File: config.mk
export PLATFORM = sky130hd
export DESIGN_NAME = fnd_scan_display_flat
export DESIGN_NICKNAME = d
export VERILOG_FILES = /design/src/rtl/fnd_scan_display_if.sv /design/src/rtl/fnd_scan_display.sv /design/src/flat_wrapper.sv
export SDC_FILE = /design/constraint.sdc
export NUM_CORES = 1
export LEC_CHECK = 0
export CAP_MARGIN = 10
export CORE_ASPECT_RATIO = 0.6
export CORE_MARGIN = 5
export CORE_UTILIZATION = 40
export DETAILED_ROUTE_END_ITERATION = 12
export PLACE_DENSITY = 0.69
export SLEW_MARGIN = 20
export SYNTH_ARGS = -nofsm -noshare
export SYNTH_HDL_FRONTEND = slang
export SYNTH_SLANG_ARGS = --single-unit
File: constraint.sdc
create_clock -name clk -period 6.7 [get_ports clk]
set_clock_uncertainty 0.1 [all_clocks]
set_input_delay 1.34 -clock clk [delete_from_list [all_inputs] [get_ports clk]]
set_output_delay 1.34 -clock clk [all_outputs]
set_load 0.03 [all_outputs]
File: src/rtl/fnd_scan_display_if.sv
// Display-stage bus: time word, cursor and alert in from the timer;
// digit enables, segments and buzzer out to the board.
interface fnd_scan_display_if;
  logic [23:0] value;
  logic [1:0]  cursor_pos;
  logic        alert;
  logic [5:0]  an;
  logic [7:0]  seg;
  logic        buzzer;

  modport master (output value, cursor_pos, alert, input an, seg, buzzer);
  modport slave  (input value, cursor_pos, alert, output an, seg, buzzer);
endinterface

File: src/rtl/fnd_scan_display.sv
// Six-digit multiplexed seven-segment driver with cursor blink,
// alert flash and piezo tone; every output is registered.
module fnd_scan_display #(
  parameter int CLOCK_FREQ = 100_000_000,
  parameter int SCAN_HZ    = 6000,
  parameter int BLINK_HZ   = 2,
  parameter int TONE_HZ    = 2000,
  parameter int ALERT_SEC  = 3
) (
  input  logic              clk,
  input  logic              reset,
  fnd_scan_display_if.slave bus
);
  localparam int SLOT_LEN   = CLOCK_FREQ / SCAN_HZ;
  localparam int BLINK_HALF = CLOCK_FREQ / (2 * BLINK_HZ);
  localparam int TONE_HALF  = CLOCK_FREQ / (2 * TONE_HZ);
  localparam int ALERT_LEN  = ALERT_SEC * CLOCK_FREQ;
  localparam int SLOT_W     = (SLOT_LEN > 1) ? $clog2(SLOT_LEN) : 1;
  localparam int BLINK_W    = (BLINK_HALF > 1) ? $clog2(BLINK_HALF) : 1;
  localparam int TONE_W     = (TONE_HALF > 1) ? $clog2(TONE_HALF) : 1;
  localparam int ALERT_W    = $clog2(ALERT_LEN + 1);

  localparam logic [SLOT_W-1:0]  SLOT_LAST  = SLOT_W'(SLOT_LEN - 1);
  localparam logic [BLINK_W-1:0] BLINK_LAST = BLINK_W'(BLINK_HALF - 1);
  localparam logic [TONE_W-1:0]  TONE_LAST  = TONE_W'(TONE_HALF - 1);
  localparam logic [ALERT_W-1:0] ALERT_LOAD = ALERT_W'(ALERT_LEN);

  logic [SLOT_W-1:0]  slot_cnt;
  logic [2:0]         digit_idx;
  logic [23:0]        snap;
  logic [BLINK_W-1:0] blink_cnt;
  logic               blink_on;
  logic [TONE_W-1:0]  tone_cnt;
  logic [ALERT_W-1:0] alert_cnt;
  logic [5:0]         an_q;
  logic [7:0]         seg_q;
  logic               buzzer_q;

  logic               frame_start;
  logic [23:0]        cur_word;
  logic [3:0]         nibble;
  logic [1:0]         pair;
  logic [6:0]         glyph;
  logic               dp_n;
  logic               blank;

  always_ff @(posedge clk or posedge reset) begin
    if (reset) begin
      slot_cnt  <= '0;
      digit_idx <= '0;
    end else if (slot_cnt == SLOT_LAST) begin
      slot_cnt  <= '0;
      digit_idx <= (digit_idx == 3'd5) ? 3'd0 : digit_idx + 3'd1;
    end else begin
      slot_cnt <= slot_cnt + 1'b1;
    end
  end

  // The first slot of a frame shows the live word and latches it, so the
  // remaining five digits come from the same time word.
  always_ff @(posedge clk or posedge reset) begin
    if (reset)
      snap <= '0;
    else if (frame_start)
      snap <= bus.value;
  end

  always_ff @(posedge clk or posedge reset) begin
    if (reset) begin
      blink_cnt <= '0;
      blink_on  <= 1'b1;
    end else if (blink_cnt == BLINK_LAST) begin
      blink_cnt <= '0;
      blink_on  <= ~blink_on;
    end else begin
      blink_cnt <= blink_cnt + 1'b1;
    end
  end

  // A retrigger restarts both the duration and the tone phase.
  always_ff @(posedge clk or posedge reset) begin
    if (reset) begin
      alert_cnt <= '0;
      tone_cnt  <= '0;
      buzzer_q  <= 1'b0;
    end else if (bus.alert) begin
      alert_cnt <= ALERT_LOAD;
      tone_cnt  <= '0;
      buzzer_q  <= 1'b1;
    end else if (alert_cnt != '0) begin
      alert_cnt <= alert_cnt - 1'b1;
      if (tone_cnt == TONE_LAST) begin
        tone_cnt <= '0;
        buzzer_q <= ~buzzer_q;
      end else begin
        tone_cnt <= tone_cnt + 1'b1;
      end
    end else begin
      buzzer_q <= 1'b0;
    end
  end

  always_comb begin
    frame_start = (digit_idx == 3'd0) && (slot_cnt == '0);
    cur_word    = frame_start ? bus.value : snap;
    nibble      = 4'hF;
    pair        = 2'd0;
    case (digit_idx)
      3'd0:    begin nibble = cur_word[3:0];   pair = 2'd1; end
      3'd1:    begin nibble = cur_word[7:4];   pair = 2'd1; end
      3'd2:    begin nibble = cur_word[11:8];  pair = 2'd2; end
      3'd3:    begin nibble = cur_word[15:12]; pair = 2'd2; end
      3'd4:    begin nibble = cur_word[19:16]; pair = 2'd3; end
      3'd5:    begin nibble = cur_word[23:20]; pair = 2'd3; end
      default: begin nibble = 4'hF;            pair = 2'd0; end
    endcase
    case (nibble)
      4'd0:    glyph = 7'h40;
      4'd1:    glyph = 7'h79;
      4'd2:    glyph = 7'h24;
      4'd3:    glyph = 7'h30;
      4'd4:    glyph = 7'h19;
      4'd5:    glyph = 7'h12;
      4'd6:    glyph = 7'h02;
      4'd7:    glyph = 7'h78;
      4'd8:    glyph = 7'h00;
      4'd9:    glyph = 7'h10;
      default: glyph = 7'h7F;
    endcase
    // dp on digits 1 and 3 stands in for the hh:mm:ss colons.
    dp_n  = !((digit_idx == 3'd1) || (digit_idx == 3'd3));
    blank = !blink_on && ((alert_cnt != '0) ||
            ((bus.cursor_pos != 2'd0) && (bus.cursor_pos == pair)));
  end

  always_ff @(posedge clk or posedge reset) begin
    if (reset) begin
      an_q  <= 6'h3F;
      seg_q <= 8'hFF;
    end else begin
      an_q  <= ~(6'b000001 << digit_idx);
      seg_q <= blank ? 8'hFF : {dp_n, glyph};
    end
  end

  assign bus.an     = an_q;
  assign bus.seg    = seg_q;
  assign bus.buzzer = buzzer_q;
endmodule

File: src/flat_wrapper.sv
// flat-port wrapper written by rule: the top's interface ports become plain ports
module fnd_scan_display_flat 
#(
  parameter int CLOCK_FREQ = 100_000_000,
  parameter int SCAN_HZ    = 6000,
  parameter int BLINK_HZ   = 2,
  parameter int TONE_HZ    = 2000,
  parameter int ALERT_SEC  = 3
)
  (clk, reset, bus_value, bus_cursor_pos, bus_alert, bus_an, bus_seg, bus_buzzer);
  fnd_scan_display_if bus_i ();
  input  logic clk;
  input  logic reset;
  input wire logic [$bits(bus_i.value)-1:0] bus_value;
  input wire logic [$bits(bus_i.cursor_pos)-1:0] bus_cursor_pos;
  input wire logic [$bits(bus_i.alert)-1:0] bus_alert;
  output wire logic [$bits(bus_i.an)-1:0] bus_an;
  output wire logic [$bits(bus_i.seg)-1:0] bus_seg;
  output wire logic [$bits(bus_i.buzzer)-1:0] bus_buzzer;
  assign bus_i.value = bus_value;
  assign bus_i.cursor_pos = bus_cursor_pos;
  assign bus_i.alert = bus_alert;
  assign bus_an = bus_i.an;
  assign bus_seg = bus_i.seg;
  assign bus_buzzer = bus_i.buzzer;
  fnd_scan_display #(.CLOCK_FREQ(CLOCK_FREQ), .SCAN_HZ(SCAN_HZ), .BLINK_HZ(BLINK_HZ), .TONE_HZ(TONE_HZ), .ALERT_SEC(ALERT_SEC)) u_core (.clk(clk), .reset(reset), .bus(bus_i));
endmodule
======== Yosys cells after proc, flatten, opt, wreduce, memory -nomap -nowiden ========
Memories as Yosys holds them, arrays and structs flattened.
Index checks and enable logic that the tools add are counted.
cells by class
  $add $sub $neg .......................... 5
  multiply operators ...................... 0
  div/mod/pow operators ................... 0
  order comparisons ....................... 0
  eq/ne operators ......................... 10
  shift-type cells ........................ 1
  muxes and demuxes ....................... 15
  bitwise gates (word level) .............. 3
  reduce and logical (&&, ||, !) cells .... 15
operator list
  cell                   count
  $mux 15                4
  $mux 29                2
  $add 15x1->15 const B  2
  $eq 15x15->1 const B   2
  $reduce_bool 29->1     1
  $sub 29x1->29 const B  1
  $add 25x1->25 const B  1
  $eq 25x25->1 const B   1
  $mux 25                1
  $mux 24                1
  $pmux 4 s6             1
  $logic_not 15->1       1
  $mux 8                 1
  $eq 3x2->1 const B     2
  $eq 3x3->1 const B     2
  $not 6->6              1
  $pmux 2 s3             1
  $reduce_or 2->1        3
  $shl 1x3->6 const A    1
  $reduce_bool 2->1      2
  $add 3x1->3 const B    1
  $eq 3x1->1 const B     1
  $logic_and 1x1->1      3
  $logic_not 3->1        1
  other kinds (7)        12
storage, ports and cells
  register bits after elaboration ......... 127
  bits in latches ......................... 0
  bits in writable memories ............... 0
  ROM bits ................................ 112
  bits of input ports ..................... 29
  logic and storage cells ................. 60
  memories ................................ 1
memory list
  memory            depth  width  read ports  clocked after memory_dff  write ports  RTL line                 RTL
  (name not given)  16     7      1           0                         0            fnd_scan_display.sv:117  case (nibble)

======== Longest topological paths before layout ========
  depth in word-level cells ............... 8
  mapped depth ............................ 14
  depth with buffers taken out ............ 11

======== Least setup slack after synthesis ========
No wires, ideal clock.
  path kind ............................... reg2reg
  start point ............................. register u_core.digit_idx[0]
  end point ............................... register u_core.seg_q[6], in the netlist u_core.bus.seg[6]
  library setup time ...................... 0.084 ns
  arrival time ............................ 3.243 ns
  required time ........................... 6.516 ns
  slack ................................... 3.273 ns
  cell stages (with the launch flop) ...... 14
  buffers on the path ..................... 4
  clock period less this slack ............ 3.427 ns
  cells stage by stage .................... dfrtp_1 -> clkbuf_1 -> clkbuf_1 -> and2_1 -> ha_1 -> clkbuf_1 -> inv_1 -> o21ai_0 -> a31oi_1 -> or4_1 -> buf_2 -> a2111o_1 -> mux2i_1 -> or2_2
on the way
  word-level cells in the longest chain between the ends .. 8
ends and longest elaborated chain
  item                                                  RTL line                 RTL
  from (decl)                                           fnd_scan_display.sv:29   logic [2:0] digit_idx;
  from (signal assigned)                                fnd_scan_display.sv:53   digit_idx <= (digit_idx == 3'd5) ? 3'd0 : digit_idx + 3'd1;
  branches (longest 7 deep; another with $mem_v2 16x7)  -
  $mux 8 *                                              fnd_scan_display.sv:142  seg_q <= blank ? 8'hFF : {dp_n, glyph};
  to (signal assigned)                                  fnd_scan_display.sv:142
  to (decl)                                             fnd_scan_display.sv:36   logic [7:0] seg_q;
Every way passes the cells marked *.
A chain may end at the register's enable or synchronous reset.

======== Final worst setup path ========
Same ends and word-level chain as after synthesis.

==> out/summary.txt <==
Die height: 107 um
Reg2Reg Capture Point: u_core.bus.seg[6]
Core Area: 0.0154 mm2
Number of H-tree levels: 4
Distinct cells, synth: 54
WHS Path Cells: 1
R2r setup slk: 3050 ps
Clock power share: 0.498
Crit path time final: 3650 ps
DIE AREA: 0.0184 mm2
Cell taking the most area after synthesis: dfrtp_1
Mapped Nets: 666
Antenna cells: 0
Post-route insts no fill: 885
Routed Antenna Nets: 0
Dpl ws: 2730 ps
I/O pin cnt: 44
Crit path buf inv count: 2
Layout Nets: 709
Combinational share of power: 0.054
First-pass GRT wire length: 22600 um
Postcts setup bufs: 0
Asr flop ratio synth: 1.00
# clock sinks: 127
CP Data Arrival Time: 3880 ps
Drc violations: 0
CTS buffer count: 17
WL final: 13200 um
Pins Over Slew Limit: 0
Post-synth EDFFs: 0
CP max-delay cell: nor4_1
FF+latch count, synth: 127
Worst slew margin: 0.316
Warning count from the yosys run: 0
RSZ-0062 raised after global routing: false
Switching Fraction: 0.243
Run status: finished clean
Die extent in x: 172 um
Startpoint type of the worst setup path: flip-flop
Post-Layout Inst Area: 0.00748 mm2
CTS tree: yes
MaxCap Viol Count: 0
CTS root buf: clkbuf_16
Via density: 5.28
Post-CTS Resized: 0
Worst-Margin Slew: 1020 ps
Iter 0 DRT Violations: 303
Internal power: 1360 uW
Placed cells: 853
Worst endpoint required time: 6930 ps
Cts hold-fix bufs: 0
Largest cells by area after synthesis: dfrtp_1 (45%), dfstp_2 (6.3%), mux2_2 (5.0%)
Hold Path Origin: u_core.blink_cnt[0]
Vias in the first global route: 4692
Worst-Skew Late Latency: 420 ps
Final Hold Fails: 0
Most frequent cell after synthesis: dfrtp_1
Crit. End Element: flip-flop
Setup TNS: 0 ps
Final setup viols: 0
WS Path Type: flip-flop to flip-flop
Syn Area/Cell: 10.1 um2
Area grow syn2layout: 19.0%
R2R Path Start: u_core.digit_idx[0]
Peak VDD IR: 0.121 mV
Hold Crit Class: flip-flop to flip-flop
Initial core utilization: 0.409
Crit-path max FO: 18
Largest net degree at the start of global routing: 86
Hold EP: u_core.blink_cnt[0]
Placer Congestion: 0.857
Routed WL per cell: 14.9 um
Number of cells on the critical path: 11
Placement Cell Area: 0.00691 mm2
Largest stage delay, worst path: 790 ps
Vias after detailed routing: 4673
Psw: 434 uW
Sequential share of power: 0.448
Post-synthesis sequential area ratio: 0.508
Worst-path clk slew: 60 ps
Layout cell share with drive strength beyond 1: 0.129
Total track usage: 0.151
PortBufs: 43
Cell Rows: 35
Final cycle utilization of the critical path: 0.545
CP top delay family: simple AND/OR/NAND/NOR gates
Pwr dens: 239 mW/mm2
Worst Setup Slack, final: 3050 ps
Fmax: 0.274 GHz
Most frequent cells after synthesis: dfrtp_1 (112), nor2_1 (73), nand2_1 (53)
Mapped Area: 0.00629 mm2
Pleak: 0.00311 uW
Gr ovfl total: 0
Antenna violations before repair: 0
Synth Flop Type: dfrtp_1
Mapped Cells: 626
Hpwl dp: 9050 um
Worst-case clock buffer depth: 2
Top-area cell type share of the netlist area: 0.445
Cell count of the worst reg-to-reg path: 11
Initial DRT Pass Iterations: 6
Critical path cell sequence: and2_1, ha_1, inv_1, o21ai_0, a31oi_1, nor4_1, inv_1, ha_1, a21oi_1, mux2i_1, or2_2
==> layout make-up <==
| class | instances | area (um2) |
|---|---|---|
| clock buffer | 18 | 439 |
| timing repair buffer | 47 | 455 |
| tap | 203 | 254 |
| clock inverter | 14 | 136 |
| multi-input combinational | 454 | 2920 |
| sequential | 127 | 3200 |
| inverter | 22 | 87.6 |
| fill | 1392 | 7890 |
==> stage by stage <==
step / utilization / hold slack [ps] / total power, uW
2_1_floorplan: - / 355 / 876
5_1_grt: 0.487 / 415 / 1860
4_1_cts: 0.487 / 390 / 1810
3_5_place_dp: 0.450 / 382 / 912
3_3_place_gp: 0.450 / 373 / 907
6_report: 0.487 / 388 / 1790
==> power by group through the flow <==
| stage | sequential (uW) | combinational, uW | clock (uW) |
|---|---|---|---|
| after floorplan | 811 | 64.2 | 0 |
| after global placement | 814 | 93.3 | 0 |
| after detailed placement | 816 | 96.9 | 0 |
| after CTS | 802 | 98.0 | 912 |
| after global routing | 805 | 109 | 948 |
| final | 802 | 96.1 | 892 |
==> sequential cells by signal (all words and copies together), names as in the netlist <==
| name | cells |
|---|---|
| u_core.alert_cnt | 29 |
| u_core.blink_cnt | 25 |
| u_core.blink_on | 1 |
| u_core.bus.an | 6 |
| u_core.bus.buzzer | 1 |
| u_core.bus.seg | 8 |
| u_core.digit_idx | 3 |
| u_core.slot_cnt | 15 |
| u_core.snap | 24 |
| u_core.tone_cnt | 15 |
==> logic make-up (layout without fill, tap and decap cells) <==
family	Yosys count	count (layout)	synth area share
AND/OR/NAND/NOR	276	276	0.224
flip-flops	127	127	0.508
AO/OA/AOI/OAI	70	70	0.0704
XOR/XNOR	63	63	0.0877
buffers and inverters	45	101	0.0286
multiplexers	34	34	0.0597
adder cells (fa/ha/maj)	11	11	0.0219
==> worst reg2reg max path, delay by kind of cell (launching register included) <==
kind,cells,cell delay (ps)
and+or+nand+nor,3,1280
DFF,1,690
AOI/OAI and AO/OA,3,550
adders and majority gates,2,590
muxes,1,90
buffers and inverters,2,280
==> placed cells by master, fill, tap and decap left out, drive strengths merged, types with 9 or more instances in the layout <==
cell type,Yosys,layout
ha,11,11
nor2b,12,12
dfrtp,112,112
nor2,73,73
nand2,53,53
nand4,11,11
xnor2,31,31
nand2b,15,15
o21ai,29,29
or4,9,9
or3,9,9
mux2,28,28
clkbuf,19,18
a21oi,12,12
dfstp,15,15
nor3,23,23
nand3,29,29
clkdlybuf4s50,0,42
inv,22,25
and3,16,16
xor2,32,32
==> worst max path at each step <==
stage / slack, ps / start / endpoint
after floorplan: 1900 / reset / u_core.alert_cnt[0]
after global placement: 2910 / bus_alert / u_core.tone_cnt[5]
after detailed placement: 2730 / bus_alert / u_core.tone_cnt[3]
after CTS: 3070 / u_core.digit_idx[0] / u_core.bus.seg[6]
after global routing: 2780 / u_core.digit_idx[0] / u_core.bus.seg[6]
final: 3050 / u_core.digit_idx[0] / u_core.bus.seg[6]
==> metal layers <==
layer / global-route usage / routed length [um]
met1: 0.216 / 6690
met2: 0.226 / 5900
met3: 0.0372 / 495
met4: 0.0460 / 90
met5: 0 / 0
(Power assumes the default switching activity.)
